### src/rtl/vu_frame_scheduler.sv
// Frame-rate scheduler between the level detector and npxl_controller.
// Collects per-frame peak level, applies peak-hold with timed decay, and hands one bar value per frame.
module vu_frame_scheduler #(
  parameter int LEDS         = 20,
  parameter int ADDR         = 8,
  parameter int FRAME_DIV    = 500000,
  parameter int DECAY_FRAMES = 4,
  parameter int ACK_TIMEOUT  = 16
) (
  input  logic            i_clk,
  input  logic            i_rst_n,
  input  logic            i_level_valid,
  input  logic [ADDR-1:0] i_level,
  input  logic            i_npxl_rdy,
  output logic            o_npxl_send,
  output logic [ADDR-1:0] o_npxl_value,
  output logic            o_busy,
  output logic            o_overrun,
  output logic            o_err
);

  localparam int TW = (FRAME_DIV > 1) ? $clog2(FRAME_DIV) : 1;
  localparam int DW = (DECAY_FRAMES > 1) ? $clog2(DECAY_FRAMES) : 1;
  localparam int AW = $clog2(ACK_TIMEOUT + 1);

  typedef enum logic [1:0] {
    IDLE     = 2'd0,
    WAIT_RDY = 2'd1,
    ACK      = 2'd2,
    DRAIN    = 2'd3
  } state_t;

  state_t          state_reg, state_next;
  logic [TW-1:0]   timer_reg, timer_next;
  logic [ADDR-1:0] fmax_reg, fmax_next;
  logic [ADDR-1:0] disp_reg, disp_next;
  logic [DW-1:0]   dcnt_reg, dcnt_next;
  logic [AW-1:0]   tcnt_reg, tcnt_next;
  logic            send_reg, send_next;
  logic            ovr_reg, ovr_next;
  logic            err_reg, err_next;

  logic            tick;
  logic            accept;
  logic [ADDR-1:0] level_clamped;
  logic [ADDR-1:0] fmax_base;

  assign tick          = (timer_reg == TW'(FRAME_DIV - 1));
  assign accept        = tick && (state_reg == IDLE);
  assign level_clamped = (i_level > ADDR'(LEDS)) ? ADDR'(LEDS) : i_level;

  always_ff @(posedge i_clk) begin
    if (!i_rst_n) begin
      state_reg <= IDLE;
      timer_reg <= '0;
      fmax_reg  <= '0;
      disp_reg  <= '0;
      dcnt_reg  <= '0;
      tcnt_reg  <= '0;
      send_reg  <= 1'b0;
      ovr_reg   <= 1'b0;
      err_reg   <= 1'b0;
    end else begin
      state_reg <= state_next;
      timer_reg <= timer_next;
      fmax_reg  <= fmax_next;
      disp_reg  <= disp_next;
      dcnt_reg  <= dcnt_next;
      tcnt_reg  <= tcnt_next;
      send_reg  <= send_next;
      ovr_reg   <= ovr_next;
      err_reg   <= err_next;
    end
  end

  always_comb begin
    state_next = state_reg;
    timer_next = tick ? '0 : timer_reg + TW'(1);
    disp_next  = disp_reg;
    dcnt_next  = dcnt_reg;
    tcnt_next  = tcnt_reg;
    send_next  = 1'b0;
    ovr_next   = 1'b0;
    err_next   = 1'b0;

    // A sample arriving with an accepted tick lands in the freshly cleared accumulator.
    fmax_base = accept ? '0 : fmax_reg;
    fmax_next = (i_level_valid && (level_clamped > fmax_base)) ? level_clamped : fmax_base;

    // Ticks outside IDLE are dropped, never queued; frame state is left alone.
    if (tick && (state_reg != IDLE)) begin
      ovr_next = 1'b1;
    end

    case (state_reg)
      IDLE: begin
        if (tick) begin
          if (fmax_reg >= disp_reg) begin
            disp_next = fmax_reg;
            dcnt_next = '0;
          end else if (dcnt_reg == DW'(DECAY_FRAMES - 1)) begin
            disp_next = disp_reg - ADDR'(1);
            dcnt_next = '0;
          end else begin
            dcnt_next = dcnt_reg + DW'(1);
          end
          state_next = WAIT_RDY;
        end
      end
      WAIT_RDY: begin
        if (i_npxl_rdy) begin
          send_next  = 1'b1;
          tcnt_next  = '0;
          state_next = ACK;
        end
      end
      ACK: begin
        if (!i_npxl_rdy) begin
          state_next = DRAIN;
        end else if (tcnt_reg == AW'(ACK_TIMEOUT - 1)) begin
          err_next   = 1'b1;
          state_next = IDLE;
        end else begin
          tcnt_next = tcnt_reg + AW'(1);
        end
      end
      DRAIN: begin
        if (i_npxl_rdy) begin
          state_next = IDLE;
        end
      end
      default: state_next = IDLE;
    endcase
  end

  assign o_npxl_send  = send_reg;
  assign o_npxl_value = disp_reg;
  assign o_busy       = (state_reg != IDLE);
  assign o_overrun    = ovr_reg;
  assign o_err        = err_reg;

endmodule
### config.mk
export PLATFORM = sky130hd
export DESIGN_NAME = vu_frame_scheduler
export DESIGN_NICKNAME = d
export VERILOG_FILES = /design/src/rtl/vu_frame_scheduler.sv
export SDC_FILE = /design/constraint.sdc
export NUM_CORES = 1
export LEC_CHECK = 0
export BUFFER_PORTS_ARGS = -buffer_cell sky130_fd_sc_hd__clkbuf_2
export CAP_MARGIN = 25
export CORE_ASPECT_RATIO = 1.5
export CORE_MARGIN = 1
export CORE_UTILIZATION = 53
export CTS_CLUSTER_DIAMETER = 50
export DETAILED_ROUTE_END_ITERATION = 7
export GPL_ROUTABILITY_DRIVEN = 0
export PLACE_DENSITY = 0.75
export SLEW_MARGIN = 20
export SYNTH_ARGS = -nofsm -noshare
export SYNTH_HDL_FRONTEND = slang
export SYNTH_SLANG_ARGS = --single-unit
### constraint.sdc
create_clock -name i_clk -period 3.6 [get_ports i_clk]
set_clock_uncertainty 0.1 [all_clocks]
set_input_delay 0.72 -clock i_clk [delete_from_list [all_inputs] [get_ports i_clk]]
set_output_delay 0.72 -clock i_clk [all_outputs]
set_load 0.03 [all_outputs]
# After elaboration in Yosys (flattened, before gate mapping)
# Cells that the tools add are included.
word_totals:
  reg_bits: 47
  wordCells: 63
classes:
  add_sub_neg: 4
  magnitude_cmp: 3
  eq_ne: 12
  muxes: 20
  bitwise_logic: 1
  reduce_logical: 14
op_table:
  columns: ["cell", "n"]
  rows:
  - ["$mux W8", 5]
  - ["$add A19 B1 Y19 const B", 1]
  - ["$eq A19 B19 Y1 const B", 1]
  - ["$mux W5", 3]
  - ["$mux W2", 7]
  - ["$ne A2 B2 Y1 const B", 5]
  - ["$pmux W5 S2", 1]
  - ["$ge A8 B8 Y1", 1]
  - ["$gt A8 B5 Y1 const B", 1]
  - ["$gt A8 B8 Y1", 1]
  - ["$pmux W2 S4", 1]
  - ["$reduce_and A4 Y1", 2]
  - ["$sub A8 B1 Y8 const B", 1]
  - ["$eq A2 B2 Y1 const B", 3]
  - ["$reduce_and A3 Y1", 2]
  - ["$reduce_bool A2 Y1", 3]
  - ["$add A5 B1 Y5 const B", 1]
  - ["$eq A5 B4 Y1 const B", 1]
  - ["$reduce_and A2 Y1", 2]
  - ["$logic_and A1 B1 Y1", 3]
  - ["$mux W1", 3]
  - ["$ne A3 B3 Y1 const B", 1]
  - ["$add A2 B1 Y2 const B", 1]
  - ["$eq A2 B1 Y1 const B", 1]
  - ["other kinds (3)", 3]

# Depth between registers and ports, before layout
depth:
  word_depth: 6
  mapped_depth: 13
  mapped_depth_nobuf: 12

# Least setup slack after synthesis
# Ideal clock, no wire load.
synth_path:
  path_type: "reg-to-reg"
  from: "reg timer_reg[0]"
  to: "reg fmax_reg[5]"
  setup_ps: 62
  arrival_ps: 3309
  path_slack_ps: 129
  stages_incl_launch_ff: 14
  path_buffers: 1
  synth_period_minus_slack_ps: 3471
  path_cell_list: "dfxtp_1 -> ha_1 -> nand4_2 -> or4_4 -> or3_4 -> clkbuf_1 -> nand2_1 -> ha_1 -> nor2b_1 -> o21a_1 -> o21ai_0 -> a21oi_1 -> o221ai_1 -> and4_1"
synth_via:
  elab_chain_len: 6
synth_rtl:
  columns: ["item", "line", "text"]
  rows:
  - ["start: declaration", "34", "logic [TW-1:0] timer_reg, timer_next;"]
  - ["start signal: assignment", "65", "timer_reg <= timer_next;"]
  - ["$eq A19 B19 Y1 (*)", "48", "assign tick = (timer_reg == TW'(FRAME_DIV - 1));"]
  - ["$logic_and A1 B1 Y1 (*)", "49", "assign accept = tick && (state_reg == IDLE);"]
  - ["$mux W8 (*)", "87", "fmax_base = accept ? '0 : fmax_reg;"]
  - ["$gt A8 B8 Y1", "88", "fmax_next = (i_level_valid && (level_clamped > fmax_base)) ? level_clamped : fmax_base;"]
  - ["$logic_and A1 B1 Y1", "88", null]
  - ["$mux W8 (*)", "88", null]
  - ["end signal: assignment", "66", "fmax_reg <= fmax_next;"]
  - ["end: declaration", "35", "logic [ADDR-1:0] fmax_reg, fmax_next;"]
# Every way passes the cells marked *; elsewhere a longest branch is shown, timed or not.
# A chain may end at the register's enable or synchronous reset.

# Worst setup path in the final report
layout_path:
  from: "reg timer_reg[0]"
  to: "reg fmax_reg[3]"
# The elaborated chain is that of the path after synthesis.

==> impl_metrics.env <==
export IMPL_cp_start_kind="flip-flop"
export IMPL_via_count=2244
export IMPL_drive_gt1_share_pct=13.9
export IMPL_status="finished, final reports clean"
export IMPL_grt_first_pass_wirelength_um=8710
export IMPL_grt_usage_pct=21.6
export IMPL_clock_path_buffers=2
export IMPL_setup_viol=0
export IMPL_final_common_cell="dfxtp_1"
export IMPL_synth_edf_count=0
export IMPL_timing_max_cap_violations=0
export IMPL_ant_nets=0
export IMPL_power_mw=1.00
export IMPL_hold_ws_ns=0.373
export IMPL_drt_wl_total_um=5190
export IMPL_max_freq_mhz=300
export IMPL_port_buffer_count=23
export IMPL_ys_seq_area_share_pct=36.0
export IMPL_synth_cells=314
export IMPL_ys_flop_type="dfxtp_1"
export IMPL_root_buffer="clkbuf_8"
export IMPL_p_leak_nw=1.16
export IMPL_slew_viol_final=0
export IMPL_antenna_diode_count=0
export IMPL_rsz0062_at_grt="false"
export IMPL_first_iter_violations=51
export IMPL_crit_family="simple AND/OR/NAND/NOR gates"
export IMPL_synth_distinct_cells=44
export IMPL_synth_top_area_cell="dfxtp_1"
export IMPL_arrival_ns=3.46
export IMPL_min_period_over_period_pct=92.6
export IMPL_ir_drop_uv=291
export IMPL_required_ns=3.73
export IMPL_place_hpwl_um=3750
export IMPL_h_tree_depth=2
export IMPL_largest_register_ffs=19
export IMPL_numClockSinks=47
export IMPL_grt_pass1_vias=2083
export IMPL_drt_pre_antenna_iters=4
export IMPL_critPathKind="reg -> reg"
export IMPL_ctsHoldBuffers=0
export IMPL_vias_per_cell=5.49
export IMPL_power_per_cell_area_nw_per_um2=339
export IMPL_grt_max_degree=36
export IMPL_placementRows=30
export IMPL_slowest_stage="or4_4"
export IMPL_crit_fanout=8
export IMPL_synthArstFlopShare_pct=0
export IMPL_yosys_warnings=0
export IMPL_cts_tree="yes"
export IMPL_hold_viol=0
export IMPL_die_w_um=59.3
export IMPL_clkTransAtPathRegs_ns=0.08
export IMPL_timing_critical_path_buf_inv=1
export IMPL_yosysTopAreaCellShare_pct=36.0
export IMPL_io_pins=24
export IMPL_cp_cell_sequence="ha_2, nand4_2, or4_4, or3_4, nand2_1, ha_1, nor2b_1, o21a_1, o21ai_1, a21oi_1, o221ai_1, buf_4, mux2i_1"
export IMPL_worst_pin_slew_ns=0.897
export IMPL_synth_area_leaders="dfxtp_1 (36%), ha_1 (10%), nand2_1 (4.7%)"
export IMPL_initial_core_util_pct=56.6
export IMPL_drc=0
export IMPL_max_stage_delay_ns=0.56
export IMPL_antenna_found_initial=0
export IMPL_die_y_um=88.0
export IMPL_design_die_area_sq_um=5220
export IMPL_clk_latency_ns=0.31
export IMPL_min_period_ns=3.33
export IMPL_areaGrowthSynthToFinish_pct=13.4
export IMPL_overflow=0
export IMPL_relSlewSlack_pct=39.9
export IMPL_fillers=409
export IMPL_avgSynthCellArea_sq_um=8.32
export IMPL_cts_buffers=5
export IMPL_final_cell_mix="dfxtp_1 (47), nand2_1 (33), nor2_1 (25)"
export IMPL_ys_ff_latch=47
export IMPL_cp_end_kind="flip-flop"
export IMPL_tns_ns=0
export IMPL_netlist_area_sq_um=2610
export IMPL_coreArea_sq_um=4620
export IMPL_wl_per_cell_um=12.7
export IMPL_hp_class="reg -> reg"
export IMPL_fin_nets=377
metrics by stage:
stage / area [sq um] / cells / worst slack [ns] / utilization [%]
floorplan: 2620 / 316 / 0.129 / -
global placement: 2820 / 397 / 0.361 / 61.0
detailed placement: 2820 / 397 / 0.249 / 61.0
CTS: 2930 / 405 / 0.227 / 63.4
global route: 2960 / 409 / 0.0793 / 64.1
finish: 2960 / 409 / 0.266 / 64.1
metal layers:
layer	routed length [um]	GRT usage, %	vias to the layer above
li1	-	-	1159
met1	2270	24.5	1039
met2	2670	38.1	37
met3	147	3.40	9
met4	107	10.8	0
met5	0	0	-
worst register-to-register path, delay by kind of cell, from the launching register on:
kind | cells | cell delay [ns]
adder cells (fa/ha/maj) | 2 | 0.45
flip-flops | 1 | 0.37
AND/OR/NAND/NOR | 5 | 1.39
AO/OA/AOI/OAI | 4 | 0.52
multiplexers | 1 | 0.21
buffers and inverters | 1 | 0.21
final timing paths:
check	start	endpoint	slack [ns]	cells past startpoint
min reg2reg	timer_reg[0]	timer_reg[0]	0.37	1
max	timer_reg[0]	fmax_reg[3]	0.27	13
min	timer_reg[0]	timer_reg[0]	0.37	1
max reg2reg	timer_reg[0]	fmax_reg[3]	0.27	13
report_power, final:
| part | internal [mW] | switching, mW |
|---|---|---|
| sequential | 0.525 | 0.00562 |
| clock | 0.207 | 0.186 |
| combinational | 0.0339 | 0.0458 |
what timing repair did:
item,in CTS,in global routing
setup buffers,0,3
hold endpoints to repair,0,0
resized for setup,0,2
endpoints found under the setup margin,0,8
cells by family (layout without fill, tap and decap cells):
group	count (synthesis)	count (layout)	synth area share, %
other	1	3	0.144
adders and majority gates	21	21	10.1
AOI/OAI and AO/OA	54	54	12.6
xor gates and xnor gates	16	16	5.37
and+or+nand+nor	141	142	29.2
DFF	47	47	36.0
buffers and inverters	27	55	3.88
muxes	7	7	2.68
Yosys cell counts, drive strengths merged (4+ instances only):
master and count:
o21a 5, a21boi 5, o21ai 20, or4 4
xor2 11, nor2 25, nand2b 5, clkbuf 11
a21oi 15, or3 8, nand4 7, xnor2 5
nor2b 8, and3 7, nand3 17, ha 21
nand2 33, inv 16, mux2i 7, dfxtp 47
nor3 9
final cells by class:
type,count,area (sq um),area share (%)
clock inverter,3,43.8,1.48
clock buffer,5,68.8,2.32
multi-input combinational,243,1590,53.8
tap,64,80.1,2.70
inverter,16,60.1,2.03
sequential,47,941,31.8
timing repair buffer,31,175,5.92
(Power assumes the default switching activity.)
